`src/rtl/z80_bus_target.sv`:
```
// z80_bus_target: converts tv80s pin-level memory/I/O cycles into single req/ack backend transactions.
// Build option Z80_TGT_INTACK_EN: interrupt-acknowledge cycles return int_vec with an intack pulse.
module z80_bus_target #(
    parameter int unsigned TIMEOUT = 255
) (
    input  logic        clk,
    input  logic        reset_n,
    input  logic        mreq_n,
    input  logic        iorq_n,
    input  logic        rd_n,
    input  logic        wr_n,
    input  logic        m1_n,
    input  logic [15:0] A,
    input  logic [7:0]  cpu_dout,
    output logic [7:0]  cpu_din,
    output logic        wait_n,
    output logic        bus_req,
    output logic        bus_we,
    output logic        bus_io,
    output logic [15:0] bus_addr,
    output logic [7:0]  bus_wdata,
    input  logic        bus_ack,
    input  logic [7:0]  bus_rdata,
    input  logic [7:0]  int_vec,
    output logic        intack,
    output logic        err
);

    typedef enum logic [1:0] {
        ST_IDLE   = 2'd0,
        ST_ACCESS = 2'd1,
        ST_DONE   = 2'd2
    } state_t;

    localparam logic [7:0] TIMEOUT_LAST = 8'(TIMEOUT - 32'd1);

    state_t      state_r;
    logic [7:0]  cnt_r;
    logic [7:0]  cpu_din_r;
    logic        bus_req_r;
    logic        bus_we_r;
    logic        bus_io_r;
    logic [15:0] bus_addr_r;
    logic [7:0]  bus_wdata_r;
    logic        intack_r;
    logic        err_r;

    logic mem_rw_s;
    logic io_rw_s;
    logic ack_cyc_s;
    logic start_s;
    logic strobes_idle_s;
    logic wait_s;

    assign mem_rw_s       = ~mreq_n & (~rd_n | ~wr_n);
    assign io_rw_s        = ~iorq_n & m1_n & (~rd_n | ~wr_n);
    assign ack_cyc_s      = ~iorq_n & ~m1_n;
    assign start_s        = mem_rw_s | io_rw_s | ack_cyc_s;
    assign strobes_idle_s = mreq_n & iorq_n & rd_n & wr_n;

    // Wait request: low in the start cycle and throughout ACCESS, released during reset.
    always_comb begin
        wait_s = 1'b0;
        if (!reset_n) begin
            wait_s = 1'b0;
        end else if (state_r == ST_ACCESS) begin
            wait_s = 1'b1;
        end else if ((state_r == ST_IDLE) && start_s) begin
            wait_s = 1'b1;
        end else begin
            wait_s = 1'b0;
        end
    end

    assign wait_n    = ~wait_s;
    assign cpu_din   = cpu_din_r;
    assign bus_req   = bus_req_r;
    assign bus_we    = bus_we_r;
    assign bus_io    = bus_io_r;
    assign bus_addr  = bus_addr_r;
    assign bus_wdata = bus_wdata_r;
    assign intack    = intack_r;
    assign err       = err_r;

`ifndef Z80_TGT_INTACK_EN
    logic int_vec_unused_s;
    assign int_vec_unused_s = ^int_vec;
`endif

    // Cycle FSM: latches the CPU cycle, runs the backend handshake and the abort timer.
    always_ff @(posedge clk) begin
        if (!reset_n) begin
            state_r     <= ST_IDLE;
            cnt_r       <= 8'd0;
            cpu_din_r   <= 8'h00;
            bus_req_r   <= 1'b0;
            bus_we_r    <= 1'b0;
            bus_io_r    <= 1'b0;
            bus_addr_r  <= 16'h0000;
            bus_wdata_r <= 8'h00;
            intack_r    <= 1'b0;
            err_r       <= 1'b0;
        end else begin
            intack_r <= 1'b0;
            err_r    <= 1'b0;
            case (state_r)
                ST_IDLE: begin
                    if (mem_rw_s | io_rw_s) begin
                        bus_addr_r  <= A;
                        bus_we_r    <= ~wr_n;
                        bus_io_r    <= ~iorq_n;
                        bus_wdata_r <= cpu_dout;
                        bus_req_r   <= 1'b1;
                        cnt_r       <= 8'd0;
                        state_r     <= ST_ACCESS;
                    end else if (ack_cyc_s) begin
`ifdef Z80_TGT_INTACK_EN
                        cpu_din_r <= int_vec;
                        intack_r  <= 1'b1;
`else
                        cpu_din_r <= 8'hFF;
`endif
                        state_r   <= ST_DONE;
                    end else begin
                        state_r <= ST_IDLE;
                    end
                end
                ST_ACCESS: begin
                    // An ack in the final counted cycle still wins over the abort.
                    if (bus_ack) begin
                        if (!bus_we_r) begin
                            cpu_din_r <= bus_rdata;
                        end else begin
                            cpu_din_r <= cpu_din_r;
                        end
                        bus_req_r <= 1'b0;
                        state_r   <= ST_DONE;
                    end else if (cnt_r == TIMEOUT_LAST) begin
                        cpu_din_r <= 8'hFF;
                        err_r     <= 1'b1;
                        bus_req_r <= 1'b0;
                        state_r   <= ST_DONE;
                    end else begin
                        cnt_r <= cnt_r + 8'd1;
                    end
                end
                ST_DONE: begin
                    if (strobes_idle_s) begin
                        state_r <= ST_IDLE;
                    end else begin
                        state_r <= ST_DONE;
                    end
                end
                default: begin
                    state_r   <= ST_IDLE;
                    bus_req_r <= 1'b0;
                end
            endcase
        end
    end

endmodule

```
`config.mk`:
```
export PLATFORM = sky130hd
export DESIGN_NAME = z80_bus_target
export DESIGN_NICKNAME = d
export VERILOG_FILES = /design/src/rtl/z80_bus_target.sv
export SDC_FILE = /design/constraint.sdc
export NUM_CORES = 1
export LEC_CHECK = 0
export ABC_AREA = 1
export ABC_CLOCK_PERIOD_IN_PS = 1460
export CORE_ASPECT_RATIO = 2
export CORE_MARGIN = 5
export CORE_UTILIZATION = 42
export DETAILED_ROUTE_END_ITERATION = 12
export GPL_TIMING_DRIVEN = 0
export PLACE_DENSITY = 0.79
export REMOVE_ABC_BUFFERS = 1
export SLEW_MARGIN = 40
export SYNTH_ARGS = -nofsm -noshare
export SYNTH_HDL_FRONTEND = slang
export SYNTH_SLANG_ARGS = --single-unit
```
`constraint.sdc`:
```
create_clock -name clk -period 1.46 [get_ports clk]
set_input_delay 0.146 -clock clk [delete_from_list [all_inputs] [get_ports clk]]
set_output_delay 0.146 -clock clk [all_outputs]
set_load 0.01 [all_outputs]
```
==> parameters.txt <==
Parameter                              Value

Global route
  Global-route wire length before repair ... 8870 um
  Leftover overflow at the end of global routing ... 0
  Largest net degree at the start of global routing ... 44
  Number of antenna violations at the first check in global routing ... 0
  GRT Util Overall ... 0.177
  Number of global-route vias before repair ... 2,027

Status
  Status ... finished, final reports clean

Yosys
  Number of enable-type register cells in the synthesized netlist ... 0
  Yosys warnings ... 0
  Cell Area, Synth ... 2070 sq um
  Number of synthesized register bits ... 46
  Sequential share of the synthesized area ... 0.445
  Instance count of the mapped netlist ... 298
  Average instance area after synthesis ... roughly 6.9 sq um
  Share of async-settable or async-resettable flops after synthesis ... 0
  Number of library cell types mapped by synthesis ... 28
  Most common flop cell mapped by yosys ... sky130_fd_sc_hd__dfxtp_1

Route
  Detailed-route via count ... between 2k and 2.5k
  Detailed router's first-iteration violation count ... 50
  Vias per std cell ... 4.85
  Number of routed nets with antenna violations ... 0
  Post-detailed-route wirelength per cell ... between 10 and 15 um
  Total wire length ... around 5800 um
  Post-route DRC violation count ... 0
  Detailed-router iteration count before antenna repair ... 4

Floorplanning
  Initial core utilization ... 0.430
  Die boundary width ... 59.7 um
  Height of the die ... 109 um
  Die Footprint ... 6520 sq um
  Core region area ... 4820 sq um
  Number of top-level pins ... 86
  Number of core rows ... 36

Setup path
  Top delay family on crit path ... buffers and inverters
  Cells along the critical path ... clkdlybuf4s50_1 > nand2_2 > inv_1 > nor2_4 > nand2_8 > nand2_1 > nand2_1 > buf_2
  Endpoint of the worst-slack reg-to-reg timing path ... bus_req
  Top cell by count, worst path ... sky130_fd_sc_hd__nand2_1
  Biggest fanout along the worst timing path ... 2
  Reg2reg setup slack ... 70 ps
  Longest individual stage delay on the worst path ... 450 ps
  Required time reported for the critical path endpoint ... 1310 ps
  Critical Path End Type ... output port
  Setup CP Type ... in2out
  Count of buffering cells on the critical path with inverters included ... 3
  Path depth of the worst reg2reg path ... 10
  CP Data Arrival Time ... between 1000 and 1500 ps
  Start of the worst register-to-register path ... state_r[1]
  Startpoint class of the critical path ... input pin
  Master of the slowest instance on the critical path ... sky130_fd_sc_hd__clkdlybuf4s50_1

Power and ir drop
  Overall power of the completed layout ... 3370 uW
  Power Internal ... 2280 uW
  Net load switching power ... 1090 uW
  Leakage component of the power ... 0.00130 uW
  Flop pwr share ... 0.450
  Peak supply drop ... 0.869 mV
  Power density cells ... 1080 nW/um^2
  Logic gate share of total power ... 0.317
  Portion of total power attributed to the clock network ... 0.233
  Switching fraction of total power ... 0.324

Worst hold path
  Kind of path behind the tightest hold check ... in2reg
  Cell depth of the worst hold path ... 4
  Origin of the worst min-delay path ... iorq_n
  WHS Endpoint ... bus_io

STA
  Fraction of the cycle the final worst path needs ... 0.963
  Highest Clock Rate ... 711 MHz
  Measured slew at the worst slew-check pin ... ~700 ps
  Final setup violation count ... 0
  Tmin final ... 1410 ps
  Layout Skew ... a little over 8 ps
  Final hold vios ... 0
  Number of pins exceeding their max-slew limit in the final report ... 0
  Worst rel slew slack ... 0.545

Job
  Max-capacitance violation count ... 0

Clock tree
  Number of H-tree branching levels ... 2
  Insertion delay to the later sink of the worst-skew pair ... 300 ps
  Number of buffers created by CTS ... 5
  Cts hold-fix bufs ... 0
  # clock sinks ... 46
  Max Buffers Root-to-Sink ... 2
  Post-CTS clock slew at the launch and capture registers of the worst setup and hold paths ... 90 ps
  CTS tree ... built
  Root buffer cell ... sky130_fd_sc_hd__clkbuf_8

Cells and area
  Antenna diode count ... 0
  Fraction of the core area covered by cells at the end of the flow ... 0.645
  Reg area ... 932 sq um
  Filler Cell Count ... between 400 and 500
  Area occupied by multi-input gates ... 1060 sq um
  Fin nets ... roughly 430
  Area overhead of the layout relative to synthesis ... 50.0%
  Layout cell share with drive strength beyond 1 ... 0.147

Place
  DP HPWL ... roughly 3900 um
  Routability congestion estimate from global placement ... between 0.7 and 0.8
  Count of input and output buffers ... 76
## power groups by stage
stage                     Sequential, uW  Clock, uW  Combinational (uW)
final                               1520        785                1070
after global placement              1520          0                 932
after detailed placement            1530          0                 949
after global routing                1540        872                1170
after floorplan                     1590          0                 399
after CTS                           1510        812                1020
## worst max-delay path by stage
stage	from	end	slack (ps)	cells after the start
2_1_floorplan	state_r[0]	cnt_r[0]	-0.7	5
3_3_place_gp	wr_n	wait_n	-1070	8
3_5_place_dp	m1_n	wait_n	-740	9
4_1_cts	cnt_r[0]	cnt_r[3]	3	9
5_1_grt	state_r[1]	bus_req	-20	10
6_report	mreq_n	wait_n	50	8
## cell usage after synthesis, types with 3 or more instances
cell                       number  share of area
sky130_fd_sc_hd__nand4_1        9          0.027
sky130_fd_sc_hd__buf_6          6          0.033
sky130_fd_sc_hd__nand3_1        5          0.012
sky130_fd_sc_hd__nor2_1        91           0.16
sky130_fd_sc_hd__o21ai_1        3         0.0072
sky130_fd_sc_hd__dfxtp_1       46           0.44
sky130_fd_sc_hd__a21oi_1        5          0.012
sky130_fd_sc_hd__nor2_2         3         0.0091
sky130_fd_sc_hd__clkbuf_1       5         0.0091
sky130_fd_sc_hd__inv_1         26          0.047
sky130_fd_sc_hd__o21ai_0       28          0.068
sky130_fd_sc_hd__nand2_1       52          0.094
## cell usage in the layout, fill, tap and decap left out, types with 2 or more instances in the layout
cell type / n
sky130_fd_sc_hd__nand2_2: 10
sky130_fd_sc_hd__buf_4: 8
sky130_fd_sc_hd__nand2_1: 44
sky130_fd_sc_hd__clkbuf_8: 5
sky130_fd_sc_hd__nor2_1: 88
sky130_fd_sc_hd__a21oi_1: 4
sky130_fd_sc_hd__nand3_1: 5
sky130_fd_sc_hd__nand4_1: 9
sky130_fd_sc_hd__nand2_8: 2
sky130_fd_sc_hd__nand2_4: 2
sky130_fd_sc_hd__dfxtp_1: 39
sky130_fd_sc_hd__buf_6: 2
sky130_fd_sc_hd__inv_2: 2
sky130_fd_sc_hd__inv_1: 24
sky130_fd_sc_hd__nor2_4: 4
sky130_fd_sc_hd__o21ai_0: 27
sky130_fd_sc_hd__buf_2: 2
sky130_fd_sc_hd__dfxtp_2: 6
sky130_fd_sc_hd__o21ai_1: 4
sky130_fd_sc_hd__nor2_2: 2
sky130_fd_sc_hd__clkdlybuf4s50_1: 72
## tightest hold or removal path: cells and delay by family
family        cells  cell delay (ps)
simple gates      3              160
buf+inv           1              150
## through the flow
stage / worst slack, ps / setup TNS, ps / std cells / cell area (sq um) / hold WS (ps)
2_1_floorplan: -0.718 / -1.44 / 284 / 1970 / 225
6_report: 53.6 / 0 / 437 / 3110 / 198
3_5_place_dp: -736 / -19920 / 417 / 2800 / 472
3_3_place_gp: -1070 / -34450 / 417 / 2800 / 462
5_1_grt: -21.6 / -53.2 / 437 / 3110 / 214
4_1_cts: 3.20 / 0 / 429 / 2970 / 394
## what timing repair did
item | 4_1_cts | 5_1_grt
setup endpoints to repair | 44 | 23
pin swaps | 2 | 8
gates cloned | 1 | 1
gates resized for setup | 18 | 27
setup buffers | 3 | 7
## registers in the layout, indices dropped and copies added, names as in the netlist
name,count
bus_io,1
bus_req,1
state_r,2
bus_we,1
err,1
bus_wdata,8
cnt_r,8
cpu_din,8
bus_addr,16
## cell type report
class                   instances  area share
flip-flops and latches         46       0.300
multi-input cells             212       0.342
inverters                      28      0.0371
clock buffers                   5      0.0222
well taps                      57      0.0230
repair buffers                 86       0.269
clock inverters                 3     0.00685
## metal layers
metal  part of all wire  global-route usage
met1               0.36               0.168
met2               0.56               0.342
met3              0.045              0.0282
met4              0.035              0.0919
met5                  0                   0
## kinds of logic (layout without fill, tap and decap cells)
| logic type | Yosys count | after routing | share of synthesized area |
|---|---|---|---|
| flops | 46 | 46 | 0.445 |
| other cells | 1 | 1 | 0.00181 |
| simple gates | 168 | 170 | 0.338 |
| xor+xnor | 1 | 1 | 0.00423 |
| fa+ha+maj | 2 | 2 | 0.0121 |
| compound gates | 38 | 38 | 0.0967 |
| buf+inv | 42 | 122 | 0.102 |
No activity file was read; power rests on OpenSTA's default activity.
